--- src/rtl/fetch_stage_pkg.sv ---
// Shared RV32I pipeline definitions: NOP encoding and the IF/ID register
// layout, also consumed by the decode stage.
package rv_pkg;

  localparam int XLEN = 32;
  localparam int ILEN = 32;

  // addi x0, x0, 0
  localparam logic [ILEN-1:0] NOP_INSTR = 32'h0000_0013;

  typedef struct packed {
    logic [ILEN-1:0] instr;
    logic [XLEN-1:0] pc;
    logic [XLEN-1:0] pc_plus4;
    logic            valid;
    logic            fault;
  } if_id_t;

  // Value the IF/ID register takes on reset and on a redirect flush.
  localparam if_id_t IF_ID_BUBBLE = '{
    instr:    NOP_INSTR,
    pc:       '0,
    pc_plus4: '0,
    valid:    1'b0,
    fault:    1'b0
  };

  function automatic logic is_misaligned(input logic [XLEN-1:0] addr);
    return addr[1:0] != 2'b00;
  endfunction

endpackage

--- src/rtl/fetch_stage_if.sv ---
// Bundle between the fetch stage and its neighbours: hazard unit,
// execute-stage redirect, instruction memory and the decode stage.
//
// Control semantics: there is no valid/ready pair here. stall_f=1 at a
// rising edge freezes PC and IF/ID; redirect_e=1 at a rising edge loads
// target_e (word-aligned) into PC and flushes IF/ID, winning over stall_f.
// valid_d marks IF/ID as holding a real instruction; decode consumes it on
// every edge where stall_f is low. imem_rdata must respond to imem_addr
// combinationally within the same cycle.
interface fetch_stage_if #(
  parameter int ADDRESS_WIDTH = 32,
  parameter int INSTR_WIDTH   = 32
);
  logic                     stall_f;
  logic                     redirect_e;
  logic [ADDRESS_WIDTH-1:0] target_e;
  logic [ADDRESS_WIDTH-1:0] imem_addr;
  logic [INSTR_WIDTH-1:0]   imem_rdata;
  logic [INSTR_WIDTH-1:0]   instr_d;
  logic [ADDRESS_WIDTH-1:0] pc_d;
  logic [ADDRESS_WIDTH-1:0] pc_plus4_d;
  logic                     valid_d;
  logic                     fault_d;

  // Environment side: hazard unit, execute, instruction memory, decode.
  modport master (
    output stall_f, redirect_e, target_e, imem_rdata,
    input  imem_addr, instr_d, pc_d, pc_plus4_d, valid_d, fault_d
  );

  // Fetch stage side.
  modport slave (
    input  stall_f, redirect_e, target_e, imem_rdata,
    output imem_addr, instr_d, pc_d, pc_plus4_d, valid_d, fault_d
  );
endinterface

--- src/rtl/fetch_stage_if_id_reg.sv ---
// IF/ID pipeline register. Flush beats stall so a redirect always leaves a
// bubble even when the hazard unit is holding the pipe.
module if_id_reg
  import rv_pkg::*;
(
  input  logic   clk,
  input  logic   rst,
  input  logic   stall,
  input  logic   flush,
  input  if_id_t d,
  output if_id_t q
);

  // Bubble on reset/flush, hold on stall, otherwise capture the new fetch.
  always_ff @(posedge clk or posedge rst) begin
    if (rst) begin
      q <= IF_ID_BUBBLE;
    end else if (flush) begin
      q <= IF_ID_BUBBLE;
    end else if (!stall) begin
      q <= d;
    end
  end

endmodule

--- src/rtl/fetch_stage.sv ---
// Instruction-fetch stage: program counter, next-PC selection, fetch-fault
// tagging and the IF/ID register feeding decode.
module fetch_stage
  import rv_pkg::*;
#(
  parameter int                       ADDRESS_WIDTH = XLEN,
  parameter int                       INSTR_WIDTH   = ILEN,
  parameter logic [ADDRESS_WIDTH-1:0] RESET_PC      = '0,
  parameter logic [ADDRESS_WIDTH-1:0] IMEM_BYTES    = ADDRESS_WIDTH'(4096)
) (
  input  logic         clk,
  input  logic         rst,
  fetch_stage_if.slave bus
);

  logic [ADDRESS_WIDTH-1:0] pc;
  logic [ADDRESS_WIDTH-1:0] pc_plus4;
  logic                     misalign;
  logic                     out_of_range;
  logic                     fetch_fault;
  if_id_t                   fetch_entry;
  if_id_t                   if_id_q;

  // Wraps modulo 2^ADDRESS_WIDTH; the top word is already faulted by range.
  assign pc_plus4     = pc + ADDRESS_WIDTH'(4);
  assign out_of_range = (pc >= IMEM_BYTES);
  // misalign remembers that the current PC came from a misaligned target.
  assign fetch_fault  = misalign | out_of_range;
  assign bus.imem_addr = pc;

  // Entry captured on an advance; faulted fetches carry NOP but stay valid
  // so decode/trap logic sees them in program order.
  always_comb begin
    fetch_entry          = IF_ID_BUBBLE;
    fetch_entry.instr    = fetch_fault ? NOP_INSTR : bus.imem_rdata;
    fetch_entry.pc       = pc;
    fetch_entry.pc_plus4 = pc_plus4;
    fetch_entry.valid    = 1'b1;
    fetch_entry.fault    = fetch_fault;
  end

  // PC and sticky misalign flag: redirect > stall > advance.
  always_ff @(posedge clk or posedge rst) begin
    if (rst) begin
      pc       <= RESET_PC;
      misalign <= 1'b0;
    end else if (bus.redirect_e) begin
      pc       <= {bus.target_e[ADDRESS_WIDTH-1:2], 2'b00};
      misalign <= is_misaligned(bus.target_e);
    end else if (!bus.stall_f) begin
      pc       <= pc_plus4;
      misalign <= 1'b0;
    end
  end

  if_id_reg u_if_id_reg (
    .clk   (clk),
    .rst   (rst),
    .stall (bus.stall_f),
    .flush (bus.redirect_e),
    .d     (fetch_entry),
    .q     (if_id_q)
  );

  assign bus.instr_d    = if_id_q.instr;
  assign bus.pc_d       = if_id_q.pc;
  assign bus.pc_plus4_d = if_id_q.pc_plus4;
  assign bus.valid_d    = if_id_q.valid;
  assign bus.fault_d    = if_id_q.fault;

endmodule

--- src/flat_wrapper.sv ---
// flat-port wrapper written by rule: the top's interface ports become plain ports
module fetch_stage_flat import rv_pkg::*;
#(
  parameter int                       ADDRESS_WIDTH = XLEN,
  parameter int                       INSTR_WIDTH   = ILEN,
  parameter logic [ADDRESS_WIDTH-1:0] RESET_PC      = '0,
  parameter logic [ADDRESS_WIDTH-1:0] IMEM_BYTES    = ADDRESS_WIDTH'(4096)
)
  (clk, rst, bus_stall_f, bus_redirect_e, bus_target_e, bus_imem_rdata, bus_imem_addr, bus_instr_d, bus_pc_d, bus_pc_plus4_d, bus_valid_d, bus_fault_d);
  fetch_stage_if #(.ADDRESS_WIDTH(ADDRESS_WIDTH), .INSTR_WIDTH(INSTR_WIDTH)) bus_i ();
  input  logic clk;
  input  logic rst;
  input wire logic [$bits(bus_i.stall_f)-1:0] bus_stall_f;
  input wire logic [$bits(bus_i.redirect_e)-1:0] bus_redirect_e;
  input wire logic [$bits(bus_i.target_e)-1:0] bus_target_e;
  input wire logic [$bits(bus_i.imem_rdata)-1:0] bus_imem_rdata;
  output wire logic [$bits(bus_i.imem_addr)-1:0] bus_imem_addr;
  output wire logic [$bits(bus_i.instr_d)-1:0] bus_instr_d;
  output wire logic [$bits(bus_i.pc_d)-1:0] bus_pc_d;
  output wire logic [$bits(bus_i.pc_plus4_d)-1:0] bus_pc_plus4_d;
  output wire logic [$bits(bus_i.valid_d)-1:0] bus_valid_d;
  output wire logic [$bits(bus_i.fault_d)-1:0] bus_fault_d;
  assign bus_i.stall_f = bus_stall_f;
  assign bus_i.redirect_e = bus_redirect_e;
  assign bus_i.target_e = bus_target_e;
  assign bus_i.imem_rdata = bus_imem_rdata;
  assign bus_imem_addr = bus_i.imem_addr;
  assign bus_instr_d = bus_i.instr_d;
  assign bus_pc_d = bus_i.pc_d;
  assign bus_pc_plus4_d = bus_i.pc_plus4_d;
  assign bus_valid_d = bus_i.valid_d;
  assign bus_fault_d = bus_i.fault_d;
  fetch_stage #(.ADDRESS_WIDTH(ADDRESS_WIDTH), .INSTR_WIDTH(INSTR_WIDTH), .RESET_PC(RESET_PC), .IMEM_BYTES(IMEM_BYTES)) u_core (.clk(clk), .rst(rst), .bus(bus_i));
endmodule
--- config.mk ---
export PLATFORM = sky130hd
export DESIGN_NAME = fetch_stage_flat
export DESIGN_NICKNAME = d
export VERILOG_FILES = /design/src/rtl/fetch_stage_pkg.sv /design/src/rtl/fetch_stage_if.sv /design/src/rtl/fetch_stage_if_id_reg.sv /design/src/rtl/fetch_stage.sv /design/src/flat_wrapper.sv
export SDC_FILE = /design/constraint.sdc
export NUM_CORES = 1
export LEC_CHECK = 0
export CAP_MARGIN = 20
export CORE_AREA = 2 2 120 122
export DETAILED_ROUTE_END_ITERATION = 6
export DIE_AREA = 0 0 122 124
export PLACE_DENSITY = 0.84
export SYNTH_ARGS = -nofsm -noshare
export SYNTH_HDL_FRONTEND = slang
export SYNTH_SLANG_ARGS = --single-unit
--- constraint.sdc ---
create_clock -name clk -period 12.59 [get_ports clk]
set_input_delay 1.8885 -clock clk [delete_from_list [all_inputs] [get_ports clk]]
set_output_delay 1.8885 -clock clk [all_outputs]
set_load 0.005 [all_outputs]
* After elaboration in Yosys (flattened, before gate mapping)
Cells that the tools add are included.
** Word-level totals
- Logic and storage cells :: 19
- Flip-flop bits (word level) :: 131
- Output and inout port bits :: 130
** Operators by class
- Bitwise operators :: 1
- Reductions and logical operators :: 1
- $lt $le $gt $ge :: 1
- Add/subtract/negate cells :: 1
- Equal/unequal tests :: 1
- Muxes and demuxes :: 7
** Operators by type and width (count)
- 2-to-1 mux 98 bit :: 2
- 2-to-1 mux 32 bit :: 3
- adder 32 x 3 -> 32 bit, second input constant :: 1
- >= comparator 32 x 13 -> 1 bit, second input constant :: 1
- 2-to-1 mux 1 bit :: 2
- != test 2 x 1 -> 1 bit, second input constant :: 1
- nonzero test 2 bit :: 1
- bitwise OR 1 bit :: 1

* Depth between registers and ports, before layout
- Word-level depth :: 5
- Gate-level depth with buffers :: 7
- Gate-level depth less buffers :: 5

* Hierarchy
A second synthesis with hierarchy kept.
** Second synthesis, totals
- Cell total of the unflattened synthesis :: 676
- Area total of the unflattened synthesis :: 6905.4 um2
** By module, submodules not included
- if_id_reg :: instances 1, area each 4043.9 um2, seq. area each 2456.1 um2, cells each 317
- fetch_stage :: instances 1, area each 2861.5 um2, seq. area each 775.7 um2, cells each 359

* Worst setup path before layout
No wires, ideal clock.
- Path kind :: input -> register
- Start :: input port bus_stall_f
- End :: register u_core.pc[31], in the netlist u_core.bus.imem_addr[31]
- Arrival time :: 3.100 ns
- Data required time :: 12.508 ns
- Stages :: 4
- Setup slack :: 9.408 ns
- Library setup time :: 0.082 ns
- Cells stage by stage :: and4b_1 > nand4_1 > or4_1 > a31oi_1
** Between the ends
- Word-level cells in the longest chain between the ends :: 1
** Ends and longest elaborated chain
- from (decl) :: RTL line flat_wrapper.sv:13 : input wire logic [$bits(bus_i.stall_f)-1:0] bus_stall_f;
- != test 2 x 1 -> 1 bit (no line)
- to (signal assigned) :: RTL line fetch_stage.sv:48 : pc <= {bus.target_e[ADDRESS_WIDTH-1:2], 2'b00};
- to (signal assigned) :: RTL line fetch_stage.sv:51 : pc <= pc_plus4;
- to (decl) :: RTL line fetch_stage.sv:16 : logic [ADDRESS_WIDTH-1:0] pc;
No other way between the ends.
A chain may end at the register's enable or synchronous reset.

* Worst setup path after layout
- Start :: input port bus_redirect_e
- End :: register u_core.pc[15], in the netlist u_core.bus.imem_addr[15]
** Between the ends
- Word-level cells in the longest chain between the ends :: 1
- Elaborated cells between the ends (all ways) :: 2
- Classes of those cells :: eq/ne: 1; mux: 1
** Ends and longest elaborated chain
- from (decl) :: RTL line flat_wrapper.sv:14 : input wire logic [$bits(bus_i.redirect_e)-1:0] bus_redirect_e;
- != test 2 x 1 -> 1 bit (no line) / 2-to-1 mux 32 bit (equally long branches)
Several ways; a longest one is shown, not always the timed one.

==> results by group <==
Final layout
  • Register area: 3160 um^2
  • Final #Nets: 833
  • Layout fillers: 1,108
  • Area growth from synthesis to layout: 41.9%
  • Layout cells sized above 1: 0.0542
  • Design area: 8620 um^2
  • N_diodes: 0
  • Area of the multi-input gates: 2610 um^2

Floorplan
  • Ports: 198
  • Core Region: 13,700 um^2
  • Die W: 122 um
  • Initial core utilization: 0.443
  • Number of placement rows: 43
  • Die footprint: 15,100 um^2
  • Die Y: 124 um

Pwr
  • Net Switching: 0.274 mW
  • Power share of the sequential group: 0.423
  • LEAKAGE: 3.55 nW
  • Switching portion of total power: 0.249
  • Worst IR Drop VDD: 0.0699 mV
  • Power Internal: 0.827 mW
  • Clock Power Share: 0.436
  • Pwr Density: 128 nW/um^2
  • Comb power frac: 0.141

Routing
  • Vias: 5,505
  • Routed wl met3: 1330 um
  • WL/cell: 18.7 um
  • Metal-1 WL: 7280 um
  • Antenna viol nets, final: 0
  • Vias/cell: 5.76
  • DR WL met2: 8900 um
  • DR top layer: met4
  • Drc violations: 0
  • Post-Route WL: 17,900 um
  • DRT Pass-1 Iters: 5
  • Initial drt markers: 429

Synth
  • Number of distinct library cells after synthesis: 48
  • Cell count after synthesis: 605
  • Most frequent cells after synthesis: 123 x dfrtp_1, 68 x nor2_1, 42 x nand2_1, 37 x clkbuf_1, 30 x a22o_1
  • Post-synth EDFFs: 0
  • Sequential area share after synthesis: 0.520
  • Main synth FF type: dfrtp_1
  • Mean post-synth cell area: 10.0 um^2
  • Leading area contributor after synthesis: dfrtp_1
  • Synth area leaders: dfrtp_1 51%, mux2i_1 4.6%, a22o_1 4.3%
  • Synth warnings: 0
  • Cell Area, Synth: 6080 um^2
  • #FFs+latches synth: 126
  • Most common cell in the synthesized netlist: dfrtp_1
  • Async set or reset register ratio after synthesis: 1.00
  • Post-synth top area share: 0.507

Timing
  • Min Tclk post-route: 3760 ps
  • RSZ-0062 raised after global routing: no
  • Final setup viols: 0
  • Sum Neg Setup Slack: 0 ps
  • Slew Viols, Final: 0
  • Max-slew headroom: 0.297
  • Final hold violations: 0
  • Worst slew pin tran: 1050 ps
  • Fmax: 0.266 GHz
  • Final Skew: 7.70 ps
  • Crit share post-route: 0.299

Placement
  • Port Buffers: 195
  • DP Area: 8040 um^2
  • Final Wtd Congestion: 0.829
  • Detailed placement HPWL: 12,100 um

Worst hold path
  • Hold Path Class: flop to flop

Clock network
  • Setup Buffers After CTS: 0
  • Post-CTS sizing: 0
  • Clock Latency Late Sink: 420 ps
  • H-tree Lvls: 4
  • Clock root cell: clkbuf_16
  • Hold buffer count at CTS: 0
  • Clk slew on worst S/H paths: 50 ps
  • TritonCTS buffer count: 17
  • Clock sink count: 126
  • TritonCTS clock tree: yes
  • Clock buffer depth: 2

GRT
  • Initial antenna violation count: 0
  • Vias in the first global route: 5,276
  • Tot GR Track Use: 0.235
  • Total gr overflow: 0
  • First-pass GRT wire length: 27,300 um
  • Largest net degree at the start of global routing: 105

Critical path
  • Crit Path Class: input pin to flop
  • Crit Path Max Fanout: 104
  • Critical path startpoint category: input pin
  • Crit path capture type: flop
  • Worst EP required: 12,850 ps
  • Worst path arrival time: 4020 ps

Run status
  • Run status: finished, final reports clean

Run
  • Maxcap violations: 0
## sequential cells by signal (all words and copies together), names as in the netlist
register,flops
u_core.bus.imem_addr,30
u_core.misalign,1
u_core.u_if_id_reg.q,95
## worst paths after layout
path | cells past startpoint | end | slack (ps) | start
max reg2reg | 5 | u_core.u_if_id_reg.q[24] | 9560 | u_core.bus.imem_addr[3]
max in group asynchronous | 3 | u_core.bus.imem_addr[14] | 9440 | rst
min in group asynchronous | 2 | u_core.u_if_id_reg.q[68] | 1940 | rst
min reg2reg | 1 | u_core.u_if_id_reg.q[71] | 500 | u_core.u_if_id_reg.q[71]
min | 1 | u_core.u_if_id_reg.q[71] | 500 | u_core.u_if_id_reg.q[71]
max | 4 | u_core.bus.imem_addr[15] | 8830 | bus_redirect_e
## critical path: stages
cell	delay (ps)
buf_4	740
inv_1	780
o211ai_1	330
o311ai_0	190
## routing by layer
metal | up-vias | GRT usage
met5 | - | 0
met4 | 0 | 0.0984
met3 | 26 | 0.0650
met2 | 252 | 0.382
met1 | 2716 | 0.297
li1 | 2511 | -
## placed cells by master, fill, tap and decap left out, types with 3 or more instances in the layout
master / instances
clkdlybuf4s50_1: 193
dfrtp_1: 123
nor2_1: 67
nand2_1: 42
a22o_1: 30
mux2i_1: 28
o21ai_0: 23
nand3_1: 20
or4_1: 18
clkbuf_16: 17
nand4_1: 16
a21oi_1: 15
xnor2_1: 13
inv_1: 11
nor4_1: 11
o31ai_1: 10
xor2_1: 10
a31oi_1: 9
o31a_1: 9
o211ai_1: 9
or3_1: 8
a311oi_1: 8
nor3_1: 7
a211oi_1: 7
and2_1: 6
and3_1: 6
and4_1: 5
o21a_1: 5
buf_4: 5
clkbuf_8: 4
clkbuf_1: 4
clkinv_2: 3
dfstp_2: 3
## layout make-up
type | count | share of cell area
multi-input cells | 406 | 0.303
clock buffers | 25 | 0.0575
clock inverters | 6 | 0.00958
flip-flops and latches | 126 | 0.366
inverters | 13 | 0.00624
well taps | 180 | 0.0261
repair buffers | 199 | 0.232
## kinds of logic after synthesis
logic type	after synthesis	share of synthesized area
other	1	0.000617
DFF	126	0.520
buffers and inverters	74	0.0531
xor gates and xnor gates	23	0.0332
AOI/OAI and AO/OA	133	0.158
muxes	28	0.0461
adders and majority gates	2	0.00412
and+or+nand+nor	218	0.185
## metrics by stage
step | hold slack [ps] | setup slack, ps | util | total power [mW] | std cells
after floorplan | 474 | 7350 | - | 0.533 | 606
after global placement | 465 | 8470 | 0.584 | 0.620 | 923
after detailed placement | 491 | 8480 | 0.586 | 0.626 | 924
after CTS | 506 | 8920 | 0.628 | 1.11 | 955
after global routing | 514 | 8710 | 0.628 | 1.14 | 955
final | 502 | 8830 | 0.628 | 1.10 | 955
## power by group through the flow
stage | sequential [mW] | clock [mW] | combinational (mW)
detailed placement | 0.471 | 0 | 0.155
finish | 0.466 | 0.480 | 0.155
global placement | 0.470 | 0 | 0.150
global route | 0.469 | 0.504 | 0.169
CTS | 0.465 | 0.486 | 0.156
floorplan | 0.456 | 0 | 0.0778
(Power assumes the default switching activity.)
